<file path="config.mk">
export PLATFORM = sky130hd
export DESIGN_NAME = placar
export DESIGN_NICKNAME = d
export VERILOG_FILES = /design/src/rtl/si_pkg.sv /design/src/rtl/placar_sat_add.sv /design/src/rtl/placar.sv
export SDC_FILE = /design/constraint.sdc
export NUM_CORES = 1
export LEC_CHECK = 0
export ABC_CLOCK_PERIOD_IN_PS = 4300
export BUFFER_PORTS_ARGS = -buffer_cell sky130_fd_sc_hd__buf_2
export CORE_ASPECT_RATIO = 0.75
export CORE_MARGIN = 3
export CORE_UTILIZATION = 52
export CTS_CLUSTER_SIZE = 30
export DETAILED_ROUTE_END_ITERATION = 8
export GPL_ROUTABILITY_DRIVEN = 1
export HOLD_SLACK_MARGIN = 0.12
export PLACE_DENSITY = 0.76
export SYNTH_ARGS = -nofsm -noshare
export SYNTH_HDL_FRONTEND = slang
export SYNTH_HIERARCHICAL = 1
export SYNTH_SLANG_ARGS = --single-unit
</file>
<file path="constraint.sdc">
create_clock -name clk -period 4.3 [get_ports clk]
set_input_delay 0.215 -clock clk [delete_from_list [all_inputs] [get_ports clk]]
set_output_delay 0.215 -clock clk [all_outputs]
set_load 0.005 [all_outputs]
</file>
<file path="src/rtl/si_pkg.sv">
// Shared Space Invaders definitions: score width, game-phase encoding and
// default point values used by the score, display and collision logic.
package si_pkg;

    localparam int SCORE_W = 12;

    typedef enum logic [1:0] {
        ST_IDLE    = 2'd0,
        ST_PLAYING = 2'd1,
        ST_OVER    = 2'd2
    } state_t;

    localparam int MAX_SCORE_DEF = 999;
    localparam int PTS_ROW0_DEF  = 10;
    localparam int PTS_ROW1_DEF  = 20;
    localparam int PTS_ROW2_DEF  = 30;
    localparam int PTS_ROW3_DEF  = 40;

endpackage

</file>
<file path="src/rtl/placar_sat_add.sv">
// Combinational saturating adder: a + b clamped to MAX, never wraps.
// Shared by the score, lives and level counters.
module sat_add
    import si_pkg::*;
#(
    parameter int W   = SCORE_W,
    parameter int MAX = MAX_SCORE_DEF
) (
    input  logic [W-1:0] a,
    input  logic [W-1:0] b,
    output logic [W-1:0] sum
);

    localparam logic [W:0] MAX_EXT = (W+1)'(MAX);

    // One extra bit so the carry out of the W-bit sum is never lost.
    logic [W:0] raw;

    assign raw = {1'b0, a} + {1'b0, b};
    assign sum = (raw > MAX_EXT) ? MAX_EXT[W-1:0] : raw[W-1:0];

endmodule

</file>
<file path="src/rtl/placar.sv">
// Score and high-score keeper: turns alien hits and game start/end pulses
// into the current score, the high score and the game-phase flags.
module placar
    import si_pkg::*;
#(
    parameter int MAX_SCORE = MAX_SCORE_DEF,
    parameter int PTS_ROW0  = PTS_ROW0_DEF,
    parameter int PTS_ROW1  = PTS_ROW1_DEF,
    parameter int PTS_ROW2  = PTS_ROW2_DEF,
    parameter int PTS_ROW3  = PTS_ROW3_DEF
) (
    input  logic               clk,
    input  logic               reset,
    input  logic               start,
    input  logic               hit_valid,
    input  logic [1:0]         hit_row,
    input  logic               game_over,
    output logic [SCORE_W-1:0] pontuacao,
    output logic [SCORE_W-1:0] record,
    output logic               jogando,
    output logic               novo_record
);

    localparam int PTS [4] = '{PTS_ROW0, PTS_ROW1, PTS_ROW2, PTS_ROW3};

    state_t             state_reg, state_next;
    logic [SCORE_W-1:0] score_reg, score_next;
    logic [SCORE_W-1:0] record_reg, record_next;
    logic               novo_reg, novo_next;
    logic               jogando_reg, jogando_next;

    logic [SCORE_W-1:0] pts_table [4];
    logic [SCORE_W-1:0] sum_sat;

    generate
        for (genvar gi = 0; gi < 4; gi++) begin : g_pts
            assign pts_table[gi] = SCORE_W'(PTS[gi]);
        end
    endgenerate

    sat_add #(
        .W   (SCORE_W),
        .MAX (MAX_SCORE)
    ) u_sat_add (
        .a   (score_reg),
        .b   (pts_table[hit_row]),
        .sum (sum_sat)
    );

    always_ff @(posedge clk or posedge reset) begin
        if (reset) begin
            state_reg   <= ST_IDLE;
            score_reg   <= '0;
            record_reg  <= '0;
            novo_reg    <= 1'b0;
            jogando_reg <= 1'b0;
        end else begin
            state_reg   <= state_next;
            score_reg   <= score_next;
            record_reg  <= record_next;
            novo_reg    <= novo_next;
            jogando_reg <= jogando_next;
        end
    end

    always_comb begin
        state_next  = state_reg;
        score_next  = score_reg;
        record_next = record_reg;
        novo_next   = novo_reg;

        case (state_reg)
            ST_IDLE: begin
                if (start) begin
                    state_next = ST_PLAYING;
                    score_next = '0;
                end
            end
            ST_PLAYING: begin
                if (hit_valid) begin
                    score_next = sum_sat;
                end
                // A hit in the same cycle as game_over counts toward the record.
                if (game_over) begin
                    state_next = ST_OVER;
                    novo_next  = (score_next > record_reg);
                    if (score_next > record_reg) begin
                        record_next = score_next;
                    end
                end
            end
            ST_OVER: begin
                if (start) begin
                    state_next = ST_PLAYING;
                    score_next = '0;
                    novo_next  = 1'b0;
                end
            end
            default: begin
                state_next = ST_IDLE;
            end
        endcase

        jogando_next = (state_next == ST_PLAYING);
    end

    assign pontuacao   = score_reg;
    assign record      = record_reg;
    assign jogando     = jogando_reg;
    assign novo_record = novo_reg;

endmodule

</file>
==> impl_metrics.yaml, run 1 <==
outcome:
  outcome: "complete, but fails checks"
  violations: "negative setup slack"
job:
  drv_cap: 0
setup_path:
  worst_ep_arrival_time_ns: 4.59
  critPathLaunchType: "primary input"
  path_buf_inv: 3
  crit_path_cell_trace: "buf_2 > inv_8 > ha_2 > or2_4 > fa_2 > a211oi_4 > o21bai_2 > buf_4 > xnor2_2 > nor2_1 > or4b_4 > and3_4 > mux2_4 > ha_4 > and3_4 > a221o_1 > a221o_1 > o21a_4 > mux2_4"
  cp_slowest_cell: "or4b_4"
  cp-end-kind: "flip-flop"
  path_class: "in -> reg"
  path_delay_family: "compound AO/OA/AOI/OAI gates"
  path_max_fanout: 7
  worstPathRequired_ns: 4.48
  critPathMaxStageDelay_ns: 0.47
timing:
  tightestPinTransition_ns: 1.07
  skew_ns: 0.00601
  rsz0062_at_grt: "yes"
  worst_slack_ns: -0.111
  slew_headroom: 0.285
  fmax_mhz: 227
  min_period_ns: 4.41
  fin_setup_tns_ns: -1.00
  hold_viol: 0
  post-route-period-util: 1.03
  final_max_slew_viol_count: 0
  setup_viol: 11
global_route:
  grt_antenna_before_repair: 0
  grt_pass1_wl_um: 10700
  grt.total_usage: 0.248
  overflow: 0
  grt_max_degree: 29
  grt_pass1_vias: 2154
clock_network:
  clk_pin_slew_worst_paths_ns: 0.10
  cts_hold_buf: 0
  cts_sinks: 28
  cts_tree: "done"
  cts-root-buf: "clkbuf_8"
  insertion_delay_ns: 0.28
  cts.htree.levels: 1
  cts_max_path_buffers: 2
  numCtsBuffers: 3
logic_synthesis:
  ys_async_sr_fraction: 1.00
  synth_edf_count: 0
  synthSimpleGateAreaFrac: 0.115
  synth_top_area_cell: "dfrtp_1"
  ys.flop_type: "dfrtp_1"
  avgSynthCellArea_um2: 10.0
  synthCells: 235
  seq_area_frac_synth: 0.298
  syn_area_um2: 2350
  synthAdderAreaFrac: 0.157
  muxShareOfSynthArea: 0.127
  yosysUniqueCellTypes: 52
  synth_xor_area_frac: 0.0223
  ys_ff_latch: 28
  synth_compound_area_frac: 0.216
  synth_area_leaders: "dfrtp_1 30%, ha_1 15%, mux2_2 6.7%"
  synth.top_cell.area_share: 0.298
  yosys_warnings: 6
  synth_top_family_by_area: "compound AO/OA/AOI/OAI gates"
place:
  dpl.cell_count: 371
  dp_hpwl_um: 4910
  place_congestion: 0.858
  io_buffers: 32
drt:
  drt_iter0_markers: 191
  viasPerCell: 5.73
  drc_errors: 0
  antenna_left: 0
  routed_wl_um: 6460
  dr.pass1.iters: 4
  num_vias: 2185
  wl_per_cell_um: 17.0
die:
  fp.coreArea_um2: 4200
  die_w_um: 83.7
  die-height_um: 64.2
  die-area_um2: 5370
  initial_utilization: 0.560
  rows: 20
  io_pins: 33
power:
  p_per_area_nw_per_um2: 765
  clkPwrFrac: 0.069
  seqPwrFrac: 0.193
  total_power_mw: 2.46
  p_switching_mw: 1.01
  combPwrFrac: 0.738
  intPower_mw: 1.45
  p_leak_nw: 1.59
  ir_drop_mv: 0.376
  switching_share: 0.411
finish:
  area_growth_pct: 36.6
  multi_input_area_um2: 1690
  utilization: 0.765
  antenna_cells: 0
  final_layout_size_suffix_gt1_frac: 0.436
  num-fill-cells: 307
  seq_area_um2: 701
  fin_nets: 363
  final_cells: 381
hold_path:
  hold_path.class: "in -> reg"
cells by family after synthesis:
| logic type | count (synthesis) |
|---|---|
| compound gates | 67 |
| simple gates | 48 |
| buf+inv | 31 |
| fa+ha+maj | 29 |
| flops | 28 |
| mux | 24 |
| xor+xnor | 6 |
| other cells | 2 |
per-layer routing:
layer  up-vias  GRT usage  share of wire
met5         -          0              0
met4         0     0.0602          0.014
met3        12     0.0374          0.062
met2        88      0.398           0.45
met1      1044      0.353           0.47
li1       1041          -              -
final cells by class:
class,count,area share
clock buffer,4,0.0171
inverter,21,0.0308
multi-input combinational,184,0.525
sequential,28,0.218
tap,55,0.0214
timing repair buffer,89,0.187
Yosys cell counts, types with 4 or more instances:
master     n
nor2_1     6
nand3_1    5
ha_1      28
o21ai_0    9
o21bai_1   4
xnor2_1    4
and3_1     4
dfrtp_1   28
nand4_1    4
nand2b_1   4
inv_1     21
mux2_4     8
a31oi_1    4
a22o_1    10
nand2_1   11
mux2_2    14
o211ai_1   4
a21o_1     6
a21oi_1   11
placed cells by master (no fill, tap or decap), types with 9 or more instances in the layout:
| cell type | synthesis | layout |
|---|---|---|
| nand2_1 | 11 | 11 |
| dfrtp_1 | 28 | 28 |
| inv_1 | 21 | 19 |
| mux2_4 | 8 | 10 |
| a21oi_1 | 11 | 10 |
| o21ai_0 | 9 | 9 |
| a22o_1 | 10 | 10 |
| buf_4 | 2 | 55 |
| ha_1 | 28 | 22 |
| mux2_2 | 14 | 12 |
| buf_2 | 3 | 31 |
| conb_1 | 2 | 9 |
worst paths after layout:
path                               from  cells past startpoint            to  slack (ns)
max                          hit_row[0]                     19     record[1]       -0.11
min reg2reg                 novo_record                      1   novo_record        0.55
min                           game_over                      2       jogando        0.13
max in group asynchronous         reset                      2  pontuacao[7]        3.47
min in group asynchronous         reset                      2     record[1]        0.18
max reg2reg                pontuacao[1]                     15     record[1]       -0.11
through the flow:
| stage | setup WS [ns] | hold slack, ns | cell area [um^2] |
|---|---|---|---|
| 2_1_floorplan | -0.188 | 0.280 | 2450 |
| 3_3_place_gp | -0.364 | 0.429 | 3000 |
| 3_5_place_dp | -0.509 | 0.432 | 3000 |
| 4_1_cts | -0.0421 | 0.126 | 3130 |
| 5_1_grt | -0.193 | 0.149 | 3210 |
| 6_report | -0.111 | 0.132 | 3210 |
power by group through the flow:
stage                     Combinational, mW  Clock, mW  Sequential [mW]
after floorplan                       0.923          0            0.477
after global placement                 1.55          0            0.474
after detailed placement               1.60          0            0.478
after CTS                              1.69      0.171            0.475
after global routing                   1.97      0.181            0.494
final                                  1.81      0.170            0.475
repair_timing:
item                       in CTS  in global routing
setup buffers                   3                  2
gates cloned                    1                  0
pin swaps                       2                  3
setup endpoints to repair      13                 13
resized for setup               9                 11
hold endpoints to repair        0                  0
(Power assumes the default switching activity.)
==> run 2: changes to the inputs <==
RECOVER_POWER = 25   (was default)
==> run 2 against run 1 <==
The run still ends with negative setup slack left. Sequential power about the same. Die area unchanged. Combinational power about the same. First-iteration DRC count unchanged. Fmax about the same. Count of clock-buffer cells in the layout unchanged. Critical path type unchanged. Total power decreased by 0.10%. Clock skew increased by 0.0019 ns. Highest routed layer unchanged. Clock power about the same. Core utilization about the same. Final area about the same. Critical path depth unchanged.
==> impl_metrics.yaml, run 2 (same netlist as run 1, synthesis figures left out) <==
die:
  rows: 20
  die-height_um: 64.2
  fp.coreArea_um2: 4200
  die-area_um2: 5370
  io_pins: 33
  die_w_um: 83.7
  initial_utilization: 0.560
global_route:
  grt_antenna_before_repair: 0
  grt_pass1_wl_um: 10700
  grt_max_degree: 29
  grt_pass1_vias: 2154
  grt.total_usage: 0.248
  overflow: 0
outcome:
  violations: "negative setup slack"
  outcome: "complete, but fails checks"
finish:
  antenna_cells: 0
  final_layout_size_suffix_gt1_frac: 0.433
  area_growth_pct: 36.6
  layout_common_cells: "55 x buf_4, 30 x buf_2, 28 x dfrtp_1, 22 x ha_1, 19 x inv_1"
  utilization: 0.764
  fin_nets: 363
  final_common_cell: "buf_4"
place:
  io_buffers: 32
  place_congestion: 0.858
  dp_hpwl_um: 4910
  dpl_worst_slack_ns: -0.509
timing:
  skew_ns: 0.00793
  post-route-period-util: 1.03
  rsz0062_at_grt: "yes"
  fmax_mhz: 226
  setup_viol: 12
  slew_headroom: 0.275
  worst_slack_ns: -0.115
  hold_viol: 0
  tightestPinTransition_ns: 1.09
  min_period_ns: 4.42
  final_max_slew_viol_count: 0
power:
  p_per_area_nw_per_um2: 765
  ir_drop_mv: 0.371
  p_leak_nw: 1.59
  total_power_mw: 2.46
setup_path:
  crit_path_cell_trace: "buf_2 > inv_8 > ha_2 > or2_4 > fa_2 > a211oi_4 > o21bai_2 > buf_4 > xnor2_2 > nor2_1 > or4b_4 > and3_4 > mux2_4 > ha_4 > and3_4 > a221o_1 > a221o_1 > o21a_4 > mux2_4"
  worst_ep_arrival_time_ns: 4.59
  r2r-end: "record[10]"
  critPathLaunchType: "primary input"
  critPathMaxStageDelay_ns: 0.47
  rrSetupSlack_ns: -0.12
  worstPathRequired_ns: 4.47
  path_delay_family: "compound AO/OA/AOI/OAI gates"
  cp_slowest_cell: "or4b_4"
  path_buf_inv: 3
  r2r_start: "pontuacao[1]"
  path_max_fanout: 7
  cp-end-kind: "flip-flop"
  reg2regPathDepth: 15
  path_class: "in -> reg"
drt:
  dr.pass1.iters: 5
  drt_iter0_markers: 191
  wl_per_cell_um: 17.0
  routed_wl_um: 6460
  antenna_left: 0
  drc_errors: 0
  num_vias: 2165
  viasPerCell: 5.68
clock_network:
  clk_pin_slew_worst_paths_ns: 0.10
  cts_tree: "done"
  cts-root-buf: "clkbuf_8"
  cts.htree.levels: 1
  insertion_delay_ns: 0.28
  cts_max_path_buffers: 2
  cts_sinks: 28
  numCtsBuffers: 3
  cts_hold_buf: 0
hold_path:
  holdPathEnd: "jogando"
  hold_path.class: "in -> reg"
  hp-start: "game_over"
  whs_path_depth: 2
job:
  drv_cap: 0
## run 2: layout make-up
type / instances / area (um^2)
sequential: 28 / 701
tap: 55 / 68.8
clock buffer: 4 / 55.1
inverter: 21 / 98.8
timing repair buffer: 89 / 601
multi-input combinational: 184 / 1690
fill: 308 / 991
## run 2: what timing repair did
action / in CTS / in global routing
setup buffers: 3 / 2
setup endpoints to repair: 13 / 13
cloned: 1 / 0
pin swaps: 2 / 3
resized for setup: 9 / 11
## run 2: layer usage
metal,global-route usage,routed length [um],vias to the layer above
met5,0,0,-
met3,0.0374,367,10
met4,0.0602,69,0
met1,0.353,3070,1039
met2,0.398,2950,76
li1,-,-,1040
## run 2: worst max path at each step
stage,slack [ns],endpoint,cells past startpoint,from
after CTS,-0.04,record[10],14,pontuacao[1]
after detailed placement,-0.51,record[1],18,hit_row[1]
after global routing,-0.19,record[10],15,pontuacao[1]
after floorplan,-0.19,record[10],18,hit_row[1]
after global placement,-0.36,record[10],18,hit_row[1]
final,-0.12,record[10],19,hit_row[0]
## run 2: where the power goes
part / leakage (nW) / switching [mW] / internal (mW) / total [mW]
Clock: 0.0288 / 0.0865 / 0.0822 / 0.169
Sequential: 0.347 / 0.102 / 0.374 / 0.476
Combinational: 1.21 / 0.821 / 0.992 / 1.81
## run 2: stage by stage
stage / instance area, um^2 / hold slack (ns) / TNS (ns) / instances
5_1_grt: 3210 / 0.149 / -2.04 / 381
4_1_cts: 3130 / 0.126 / -0.346 / 379
3_3_place_gp: 3000 / 0.429 / -4.55 / 371
2_1_floorplan: 2450 / 0.280 / -1.66 / 242
6_report: 3210 / 0.133 / -1.06 / 381
3_5_place_dp: 3000 / 0.432 / -6.29 / 371
==> run 3: changes to the inputs <==
CORE_MARGIN = 2   (was 3)
SKIP_CTS_REPAIR_TIMING = 1   (was default)
==> run 3 against run 2 <==
The flow still finishes with violations (negative setup slack). Non-clock buffer count unchanged. Clock power about the same. Fmax up 1.2%. Global-route usage down 0.51 points. Sequential share of layout area up 0.11 points. Register-to-register slack better by 0.09 ns. Critical path depth down 1. Worst setup slack better by 0.054 ns. Combinational power down 4%. Final area down 0.51%. Core utilization down 4.0 points.
==> impl_metrics.yaml, run 3 (same netlist as run 1, synthesis figures left out) <==
setup_path:
  worstPathRequired_ns: 4.48
  r2r-end: "record[10]"
  endpoint: "record[10]"
  cp.depth: 18
  path_class: "in -> reg"
  critPathLaunchType: "primary input"
  crit_path_cell_trace: "buf_8 > ha_4 > or2_4 > fa_2 > a211oi_2 > buf_4 > nor2_2 > xor2_1 > o21bai_1 > or4b_4 > and3_4 > mux2_4 > ha_4 > and3_4 > a221o_1 > a221o_1 > o21a_2 > mux2_4"
  cp_slowest_cell: "or4b_4"
  reg2regPathDepth: 16
  path_max_fanout: 6
  path_delay_family: "compound AO/OA/AOI/OAI gates"
  rrSetupSlack_ns: -0.03
  startpoint: "hit_row[1]"
  path_buf_inv: 2
  critPathMaxStageDelay_ns: 0.54
  r2r_start: "pontuacao[3]"
  worst_ep_arrival_time_ns: 4.54
  cp-end-kind: "flip-flop"
outcome:
  outcome: "complete, but fails checks"
  violations: "negative setup slack"
die:
  die_w_um: 81.7
  io_pins: 33
  die-area_um2: 5080
  rows: 21
  initial_utilization: 0.533
  die-height_um: 62.2
  fp.coreArea_um2: 4410
timing:
  rsz0062_at_grt: "yes"
  skew_ns: 0.00387
  holdWs_ns: 0.130
  hold_viol: 0
  tightestPinTransition_ns: 1.06
  fin_setup_tns_ns: -0.555
  post-route-period-util: 1.01
  setup_viol: 12
  min_period_ns: 4.36
  fmax_mhz: 229
  final_max_slew_viol_count: 0
  worst_slack_ns: -0.0610
  slew_headroom: 0.292
job:
  drv_cap: 0
place:
  placed_area_um2: 3030
  dpl_worst_slack_ns: -0.471
  place_congestion: 0.913
  io_buffers: 32
  dpl.cell_count: 376
  dp_hpwl_um: 4790
global_route:
  grt_antenna_before_repair: 0
  grt_max_degree: 29
  grt_pass1_wl_um: 9720
  grt_pass1_vias: 2055
  overflow: 0
  grt.total_usage: 0.243
finish:
  final_common_cell: "buf_4"
  utilization: 0.724
  final_layout_size_suffix_gt1_frac: 0.426
  area_growth_pct: 35.9
  antenna_cells: 0
  fin_nets: 363
  layout_common_cells: "56 x buf_4, 30 x buf_2, 28 x dfrtp_1, 22 x ha_1, 19 x inv_1"
  fin_area_um2: 3200
  final_cells: 383
drt:
  routed_wl_um: 6100
  antenna_left: 0
  num_vias: 2159
  dr.pass1.iters: 4
  viasPerCell: 5.64
  drc_errors: 0
  wl_per_cell_um: 15.9
  drt_iter0_markers: 113
clock_network:
  numCtsBuffers: 3
  cts_tree: "done"
  cts.htree.levels: 1
  clk_pin_slew_worst_paths_ns: 0.10
  cts_sinks: 28
  cts_max_path_buffers: 2
  insertion_delay_ns: 0.28
  cts-root-buf: "clkbuf_8"
hold_path:
  hold_path.class: "in -> reg"
  whs_path_depth: 2
power:
  p_per_area_nw_per_um2: 743
  total_power_mw: 2.37
  ir_drop_mv: 0.336
  p_leak_nw: 1.58
## run 3: worst min-delay path by stage
stage | to | start
global placement | state_reg[1] | start
detailed placement | jogando | game_over
floorplan | jogando | reset
global route | state_reg[1] | start
CTS | jogando | game_over
finish | jogando | game_over
## run 3: worst reg2reg max path: cells and delay by family, from the launching register on
| kind | cells | cell delay, ns |
|---|---|---|
| muxes | 2 | 0.47 |
| and+or+nand+nor | 5 | 1.15 |
| DFF | 1 | 0.40 |
| buffers and inverters | 2 | 0.34 |
| adders and majority gates | 2 | 0.53 |
| AOI/OAI and AO/OA | 5 | 1.34 |
## run 3: per-layer routing
layer | part of all wire | wire length, um | GRT usage | up-vias
li1 | - | - | - | 1046
met1 | 0.52 | 3150 | 0.359 | 1046
met2 | 0.43 | 2630 | 0.374 | 58
met3 | 0.043 | 262 | 0.0436 | 9
met4 | 0.0095 | 58 | 0.0458 | 0
met5 | 0 | 0 | 0 | -
## run 3: cell type report
type / instances / area (um^2)
clock buffers: 4 / 55.1
fillers: 345 / 1220
inverters: 21 / 98.8
multi-input cells: 184 / 1660
flip-flops and latches: 28 / 701
well taps: 57 / 71.3
repair buffers: 89 / 608
## run 3: power by group
group          internal, mW  switching, mW  leakage (nW)
logic                 0.954          0.771          1.20
clock network        0.0822         0.0867        0.0288
registers             0.374          0.106         0.347
